<file path="src/rtl/pipe_hazard_ctrl_pkg.sv">
// Shared decode constants and source-register helpers for the pipeline hazard controller.
package pipe_hazard_ctrl_pkg;

    localparam int FIELD_W = 5;
    localparam int OPC_MSB = 31;
    localparam int RD_MSB  = 26;
    localparam int RS_MSB  = 21;
    localparam int RT_MSB  = 16;
    localparam int ALU_MSB = 6;

    localparam logic [4:0] OP_RTYPE = 5'b00000;
    localparam logic [4:0] OP_J     = 5'b00001;
    localparam logic [4:0] OP_BNE   = 5'b00010;
    localparam logic [4:0] OP_JAL   = 5'b00011;
    localparam logic [4:0] OP_JR    = 5'b00100;
    localparam logic [4:0] OP_BLT   = 5'b00110;
    localparam logic [4:0] OP_SW    = 5'b00111;
    localparam logic [4:0] OP_LW    = 5'b01000;
    localparam logic [4:0] OP_SETX  = 5'b10101;

    localparam logic [4:0] ALU_MUL  = 5'b00110;
    localparam logic [4:0] ALU_DIV  = 5'b00111;

    typedef enum logic {
        MD_IDLE = 1'b0,
        MD_BUSY = 1'b1
    } md_state_e;

    // Jumps and setx carry no rs operand.
    function automatic logic uses_rs(input logic [4:0] op);
        return !(op inside {OP_J, OP_JAL, OP_SETX});
    endfunction

    function automatic logic uses_rt(input logic [4:0] op);
        return op == OP_RTYPE;
    endfunction

    // Stores and register-compare branches read rd as a source.
    function automatic logic uses_rd(input logic [4:0] op);
        return op inside {OP_SW, OP_BNE, OP_BLT, OP_JR};
    endfunction

endpackage

</file>
<file path="src/rtl/pipe_hazard_ctrl_md_stall_fsm.sv">
// Mult/div stall sequencer: holds the pipe while a mul/div sits in X, with a watchdog.
//
//  state    | meaning
//  MD_IDLE  | no mult/div outstanding; a mul/div arriving in D/X launches the unit
//  MD_BUSY  | waiting for the result; the MD_MAX_CYCLES-th busy cycle is forced to release
module md_stall_fsm
    import pipe_hazard_ctrl_pkg::*;
#(
    parameter int MD_MAX_CYCLES = 40
) (
    input  logic clock_i,
    input  logic reset_i,
    input  logic md_req_i,
    input  logic md_result_ready_i,
    output logic md_stall_o,
    output logic md_start_o,
    output logic md_timeout_o
);

    localparam int              WD_W    = $clog2(MD_MAX_CYCLES + 1);
    localparam logic [WD_W-1:0] WD_LAST = WD_W'(MD_MAX_CYCLES - 1);

    md_state_e       state_q, state_d;
    logic [WD_W-1:0] wd_q, wd_d;
    logic            timeout_q, timeout_d;

    // State, watchdog and sticky timeout registers.
    always_ff @(posedge clock_i or posedge reset_i) begin
        if (reset_i) begin
            state_q   <= MD_IDLE;
            wd_q      <= '0;
            timeout_q <= 1'b0;
        end else begin
            state_q   <= state_d;
            wd_q      <= wd_d;
            timeout_q <= timeout_d;
        end
    end

    // Next state and stall/start decode; md_start is masked while reset is held.
    always_comb begin
        state_d    = state_q;
        wd_d       = wd_q;
        timeout_d  = timeout_q;
        md_stall_o = 1'b0;
        md_start_o = 1'b0;
        case (state_q)
            MD_IDLE: begin
                if (md_req_i) begin
                    md_stall_o = 1'b1;
                    md_start_o = !reset_i;
                    wd_d       = '0;
                    state_d    = MD_BUSY;
                end
            end
            MD_BUSY: begin
                if (wd_q == WD_LAST) begin
                    timeout_d = 1'b1;
                    state_d   = MD_IDLE;
                end else if (md_result_ready_i) begin
                    state_d   = MD_IDLE;
                end else begin
                    md_stall_o = 1'b1;
                    wd_d       = wd_q + WD_W'(1);
                end
            end
            default: state_d = MD_IDLE;
        endcase
    end

    assign md_timeout_o = timeout_q;

endmodule

</file>
<file path="src/rtl/pipe_hazard_ctrl.sv">
// Pipeline hazard controller: load-use and mult/div stalls, branch squash, stall counter.
module pipe_hazard_ctrl
    import pipe_hazard_ctrl_pkg::*;
#(
    parameter int          MD_MAX_CYCLES = 40,
    parameter logic [31:0] NOP           = 32'h00000000,
    parameter int          CNT_W         = 16
) (
    input  logic             clock_i,
    input  logic             reset_i,
    input  logic [31:0]      fd_insn_i,
    input  logic [31:0]      dx_insn_i,
    input  logic             branch_taken_i,
    input  logic             md_result_ready_i,
    output logic             pc_we_o,
    output logic             fd_we_o,
    output logic             dx_we_o,
    output logic             xm_we_o,
    output logic             fd_flush_o,
    output logic             dx_flush_o,
    output logic             md_start_o,
    output logic             md_timeout_o,
    output logic [CNT_W-1:0] stall_count_o
);

    logic [4:0]       fd_op, fd_rd, fd_rs, fd_rt;
    logic [4:0]       dx_op, dx_rd, dx_aluop;
    logic             dx_is_md, load_use, md_stall;
    logic [CNT_W-1:0] stall_cnt_q, stall_cnt_d;

    // NOP is applied by the datapath muxes; only the flush strobes come from here.
    logic unused_ok;
    assign unused_ok = ^{NOP, fd_insn_i[11:0], dx_insn_i[21:7], dx_insn_i[1:0]};

    assign fd_op    = fd_insn_i[OPC_MSB -: FIELD_W];
    assign fd_rd    = fd_insn_i[RD_MSB  -: FIELD_W];
    assign fd_rs    = fd_insn_i[RS_MSB  -: FIELD_W];
    assign fd_rt    = fd_insn_i[RT_MSB  -: FIELD_W];
    assign dx_op    = dx_insn_i[OPC_MSB -: FIELD_W];
    assign dx_rd    = dx_insn_i[RD_MSB  -: FIELD_W];
    assign dx_aluop = dx_insn_i[ALU_MSB -: FIELD_W];

    assign dx_is_md = (dx_op == OP_RTYPE) && (dx_aluop inside {ALU_MUL, ALU_DIV});

    assign load_use = (dx_op == OP_LW) && (dx_rd != 5'd0) &&
                      ((uses_rs(fd_op) && (fd_rs == dx_rd)) ||
                       (uses_rt(fd_op) && (fd_rt == dx_rd)) ||
                       (uses_rd(fd_op) && (fd_rd == dx_rd)));

    md_stall_fsm #(
        .MD_MAX_CYCLES (MD_MAX_CYCLES)
    ) u_md_fsm (
        .clock_i           (clock_i),
        .reset_i           (reset_i),
        .md_req_i          (dx_is_md),
        .md_result_ready_i (md_result_ready_i),
        .md_stall_o        (md_stall),
        .md_start_o        (md_start_o),
        .md_timeout_o      (md_timeout_o)
    );

    // Enable/flush priority: mult/div stall, then branch squash, then load-use bubble.
    always_comb begin
        pc_we_o    = 1'b1;
        fd_we_o    = 1'b1;
        dx_we_o    = 1'b1;
        xm_we_o    = 1'b1;
        fd_flush_o = 1'b0;
        dx_flush_o = 1'b0;
        if (md_stall) begin
            pc_we_o = 1'b0;
            fd_we_o = 1'b0;
            dx_we_o = 1'b0;
            xm_we_o = 1'b0;
        end else if (branch_taken_i) begin
            fd_flush_o = 1'b1;
            dx_flush_o = 1'b1;
        end else if (load_use) begin
            pc_we_o    = 1'b0;
            fd_we_o    = 1'b0;
            dx_flush_o = 1'b1;
        end
    end

    // Saturating count of cycles in which the PC was held.
    always_comb begin
        stall_cnt_d = stall_cnt_q;
        if (!pc_we_o && (stall_cnt_q != '1)) begin
            stall_cnt_d = stall_cnt_q + CNT_W'(1);
        end
    end

    // Stall counter register.
    always_ff @(posedge clock_i or posedge reset_i) begin
        if (reset_i) begin
            stall_cnt_q <= '0;
        end else begin
            stall_cnt_q <= stall_cnt_d;
        end
    end

    assign stall_count_o = stall_cnt_q;

endmodule

</file>
<file path="config.mk">
export PLATFORM = sky130hd
export DESIGN_NAME = pipe_hazard_ctrl
export DESIGN_NICKNAME = d
export VERILOG_FILES = /design/src/rtl/pipe_hazard_ctrl_pkg.sv /design/src/rtl/pipe_hazard_ctrl_md_stall_fsm.sv /design/src/rtl/pipe_hazard_ctrl.sv
export SDC_FILE = /design/constraint.sdc
export NUM_CORES = 1
export LEC_CHECK = 0
export CAP_MARGIN = 20
export CORE_MARGIN = 2
export CORE_UTILIZATION = 30
export DETAILED_ROUTE_END_ITERATION = 8
export PLACE_DENSITY = 0.68
export SYNTH_ARGS = -nofsm -noshare
export SYNTH_HDL_FRONTEND = slang
export SYNTH_SLANG_ARGS = --single-unit
</file>
<file path="constraint.sdc">
create_clock -name clock_i -period 3.73 [get_ports clock_i]
set_clock_uncertainty 0.1 [all_clocks]
set_input_delay 0.9325 -clock clock_i [delete_from_list [all_inputs] [get_ports clock_i]]
set_output_delay 0.9325 -clock clock_i [all_outputs]
set_load 0.01 [all_outputs]
</file>
After elaboration in Yosys (flattened, before gate mapping). Cells that the tools add are included.

Flip-flop bits (word level): 24. Output and inout port bits: 24. Word-level logic and storage cells: 64.

Add/subtract/negate cells: 2. Equality and inequality tests: 18. Mux-type cells: 19. Bitwise gates (word level): 1. Reductions and logical operators: 20.

Operator list (count): equality test 5 x 3 -> 1 bit (second input constant) (5); two-way mux 6 bit (3); adder 16 x 1 -> 16 bit (second input constant) (1); != test 16 bit (second input constant) (1); equality test 5 bit (3); two-way mux 1 bit (14); one-hot mux 6 bit (2 select lines) (1); equality test 5 x 2 -> 1 bit (second input constant) (2); logical NOT 5 bit (2); logical AND 1 bit (7); adder 6 x 1 -> 6 bit (second input constant) (1); equality test 6 bit (second input constant) (1); != test 2 bit (second input constant) (3); equality test 5 x 1 -> 1 bit (second input constant) (1); equality test 5 x 4 -> 1 bit (second input constant) (1); equality test 5 bit (second input constant) (1); nonzero test 5 bit (1); nonzero test 4 bit (1); logical NOT 1 bit (3); AND reduction 3 bit (1); nonzero test 3 bit (1); logical OR 1 bit (2); one-hot mux 1 bit (2 select lines) (1); AND reduction 2 bit (1); 2 further kinds (2).

Depth between registers and ports, before layout.
Depth in word-level cells: 12. Gate-level depth with buffers: 7.

By module. Synthesis repeated with hierarchy kept, for this count alone.

Cell total of the unflattened synthesis: 214. Area, all modules: 1909.3 um^2.

By module, submodules not included: pipe_hazard_ctrl (instances 1, cells an instance 161, area each 1427.6 um^2); md_stall_fsm (instances 1, cells an instance 53, area each 481.7 um^2).

Worst setup path before layout. No wires, ideal clock.

Path type: input port to output port. Start point: in dx_insn_i[26]. End point: out pc_we_o. Data arrival time: 2.380 ns. Slack: 0.317 ns. Stages on the path: 7. Buffers on the path: 2. Cell sequence: xor2_1 nor4_1 nand4b_1 a311oi_4 buf_6 nor2_1 buf_4.

Word-level cells in the longest chain between the ends: 8. Elaborated cells between the ends (all ways): 14.

RTL lines: from (decl) (RTL line pipe_hazard_ctrl.sv:12) `input logic [31:0] dx_insn_i,`; equality test 5 bit (on tied branches) (RTL line pipe_hazard_ctrl.sv:46, pipe_hazard_ctrl.sv:47); logical AND 1 bit (on tied branches) (RTL line pipe_hazard_ctrl.sv:46, pipe_hazard_ctrl.sv:47); logical OR 1 bit (RTL line pipe_hazard_ctrl.sv:46) `((uses_rs(fd_op) && (fd_rs == dx_rd)) ||`; logical OR 1 bit (RTL line pipe_hazard_ctrl.sv:47) `(uses_rt(fd_op) && (fd_rt == dx_rd)) ||`; logical AND 1 bit (*) (RTL line pipe_hazard_ctrl.sv:45) `assign load_use = (dx_op == OP_LW) && (dx_rd != 5'd0) &&`; two-way mux 1 bit (*) (3 in a row); to (decl) (RTL line pipe_hazard_ctrl.sv:15) `output logic pc_we_o,`.

Every way passes the cells marked *; elsewhere a longest branch is shown, timed or not.

Worst setup path in the final report.
Start point: in fd_insn_i[26]. End point: out pc_we_o.

Word-level cells in the longest chain between the ends: 7.

RTL lines: from (decl) (RTL line pipe_hazard_ctrl.sv:11) `input logic [31:0] fd_insn_i,`; equality test 5 bit (RTL line pipe_hazard_ctrl.sv:48) `(uses_rd(fd_op) && (fd_rd == dx_rd)));`; logical AND 1 bit (RTL line pipe_hazard_ctrl.sv:48); logical OR 1 bit (RTL line pipe_hazard_ctrl.sv:47); logical AND 1 bit (RTL line pipe_hazard_ctrl.sv:45); two-way mux 1 bit (RTL line pipe_hazard_ctrl.sv:78) `end else if (load_use) begin`; two-way mux 1 bit (RTL line pipe_hazard_ctrl.sv:75) `end else if (branch_taken_i) begin`; two-way mux 1 bit (RTL line pipe_hazard_ctrl.sv:70) `if (md_stall) begin`.

No other way between the ends.

==> impl_metrics.tcl <==
set metrics [dict create \
    synth.avg_cell_area_sq_um 9.90 \
    via_per_inst 4.69 \
    final_cell_mix "clkdlybuf4s50_1 (45), buf_4 (24), dfrtp_1 (24)" \
    relSlewSlack 0.684 \
    areaGrowthSynthToFinish_pct 60.6 \
    hpwl_um 2890 \
    clk_pin_slew_worst_paths_ns 0.08 \
    cp_max_fo 2 \
    start_util 0.317 \
    post-route-period-util 0.967 \
    p_leak_uw 0.00108 \
    synth_flop_cell "dfrtp_1" \
    stdcell_count 304 \
    routed_wl_um 3760 \
    vias 1426 \
    cp.required_ns 2.70 \
    drive_gt1_frac 0.177 \
    irDropWorstVdd_v 0.000119 \
    pwr-share-comb 0.195 \
    startpoint "fd_insn_i[26]" \
    place.gp.congestion 0.752 \
    cts_buffers 3 \
    nets 309 \
    setup_viol 0 \
    postSynthCellCount 154 \
    grt_max_degree 25 \
    rows 25 \
    grt_pass1_wl_um 6130 \
    grt-ovfl-total 0 \
    final_common_cell "clkdlybuf4s50_1" \
    grt_pass1_vias 1427 \
    fmax_mhz 277 \
    switchingPower_uw 119 \
    design.die.area_sq_mm 0.00567 \
    seqPwrFrac 0.518 \
    cp_data_arrival_time_ns 2.58 \
    yosys_warnings 0 \
    drc_errors 0 \
    min-delay-start "u_md_fsm.md_timeout_o" \
    status "finished clean" \
    crit_path_end_kind "output pin" \
    hold_viol_final 0 \
    netlist_area_sq_mm 0.00153 \
    cts_tree "done" \
    synth.distinct_cells 44 \
    cap_viol_max_count 0 \
    power.internal_uw 401 \
    pwr-share-clk 0.287 \
    min_path_type "flip-flop to flip-flop" \
    antenna_found_initial 0 \
    fp.dieH_um 75.3 \
    worstSetupPathType "input port to output pin" \
    drt-initial-drc-count 94 \
    ios 92 \
    grt_use_total 0.137 \
    cts-root-buf "clkbuf_8" \
    clockBufferDepth 2 \
    core_region_area_sq_mm 0.00482 \
    powerDensity_mw_per_mm2 212 \
    rsz0062_at_grt "false" \
    clk_latency_ns 0.26 \
    die-width_um 75.3 \
    timing.rr.start "u_md_fsm.wd_q[3]" \
    cts_sinks 24 \
    antenna_cells 0 \
    fin_crit_ns 3.61 \
    route.antenna.remaining_nets 0 \
    hold_ws_ns 0.377 \
    slew_viol_final 0 \
    drt-pass1-iter-count 4 \
    synth-seq-cells 24 \
    dp_cells 295 \
    ctsHoldBuffers 0 \
    async_flop_share 1.00 \
    worst_pin_slew_ns 0.472 \
    cp-start-kind "input port" \
    port_buffers 61 \
    syn_nets 224 \
    ys_seq_area_frac 0.394 \
    switching_share 0.229 \
    synth_edf_count 0 \
    cts_max_level 1 \
    drt-wirelength-per-cell_um 12.4 \
]
-- cells by family (layout without fill, tap and decap cells) --
| kind of cell | after synthesis | count (layout) | share of synthesized area |
|---|---|---|---|
| adder cells (fa/ha/maj) | 3 | 3 | 0.0230 |
| AND/OR/NAND/NOR | 56 | 56 | 0.210 |
| AO/OA/AOI/OAI | 28 | 28 | 0.145 |
| flip-flops | 24 | 24 | 0.394 |
| buffers and inverters | 10 | 93 | 0.0353 |
| multiplexers | 2 | 2 | 0.0148 |
| XOR/XNOR | 31 | 31 | 0.178 |
-- state kept, by name, summed over array words and instances (netlist names) --
register / count
stall_count_o: 16
u_md_fsm.wd_q: 6
u_md_fsm.md_timeout_o: 1
u_md_fsm.state_q: 1
-- cells in the mapped netlist, types with 4 or more instances --
library cell	count	area, sq um
xor2_1	12	105
and2_1	4	25.0
dfrtp_1	24	601
o21ai_0	4	20.0
xnor2_1	19	166
nand2_1	5	18.8
nand4_1	4	25.0
nand3_1	4	20.0
o211ai_1	11	82.6
nor2_1	11	41.3
and3_1	5	31.3
-- power groups by stage --
| stage | registers, uW | clock network (uW) | logic, uW |
|---|---|---|---|
| 6_report | 269 | 149 | 101 |
| 5_1_grt | 270 | 159 | 112 |
| 4_1_cts | 269 | 152 | 101 |
| 3_5_place_dp | 274 | 0 | 99.7 |
| 3_3_place_gp | 274 | 0 | 97.6 |
| 2_1_floorplan | 275 | 0 | 29.0 |
-- per-layer routing --
| metal | up-vias | global-route usage | wire, um |
|---|---|---|---|
| met1 | 657 | 0.173 | 1620 |
| met3 | 2 | 0.0212 | 211 |
| met5 | - | 0 | 0 |
| met4 | 0 | 0.0351 | 29 |
| met2 | 43 | 0.245 | 1900 |
| li1 | 724 | - | - |
-- critical path, cell delays in order --
cell	delay, ns
clkdlybuf4s50_1	0.41
xor2_1	0.14
nor4_1	0.30
nand4b_1	0.18
buf_4	0.18
a311oi_4	0.22
nor2_2	0.07
buf_2	0.14
-- stage by stage --
stage | total power, uW | cell area [sq um] | utilization | worst slack (ns) | setup TNS [ns]
after floorplan | 304 | 1530 | - | 0.317 | 0
after global placement | 372 | 2320 | 0.482 | -0.392 | -1.65
after detailed placement | 374 | 2320 | 0.482 | -0.392 | -1.47
after CTS | 523 | 2410 | 0.501 | -0.0844 | -0.0844
after global routing | 540 | 2450 | 0.509 | 0.00162 | 0
final | 520 | 2450 | 0.509 | 0.122 | 0
-- final cells by class --
class	instances	area [sq um]
clock buffer	3	41.3
fill	482	2370
inverter	4	15.0
multi-input combinational	120	908
sequential	24	601
tap	67	83.8
timing repair buffer	86	801
-- path summary, 6_finish.rpt --
kind                                         endpoint  cells past startpoint  slack (ns)
worst min register to register  u_md_fsm.md_timeout_o                      1        0.38
max in group asynchronous           stall_count_o[15]                      3        2.34
worst min-delay path            u_md_fsm.md_timeout_o                      1        0.38
worst max-delay path                          pc_we_o                      8        0.12
min in group asynchronous            stall_count_o[9]                      3        0.96
worst max register to register       stall_count_o[1]                      8        1.45
-- repair_timing --
action | CTS | global route
setup buffers | 7 | 0
pin swaps | 10 | 11
gates resized for setup | 20 | 13
setup endpoints to repair | 7 | 4
(Power assumes the default switching activity.)
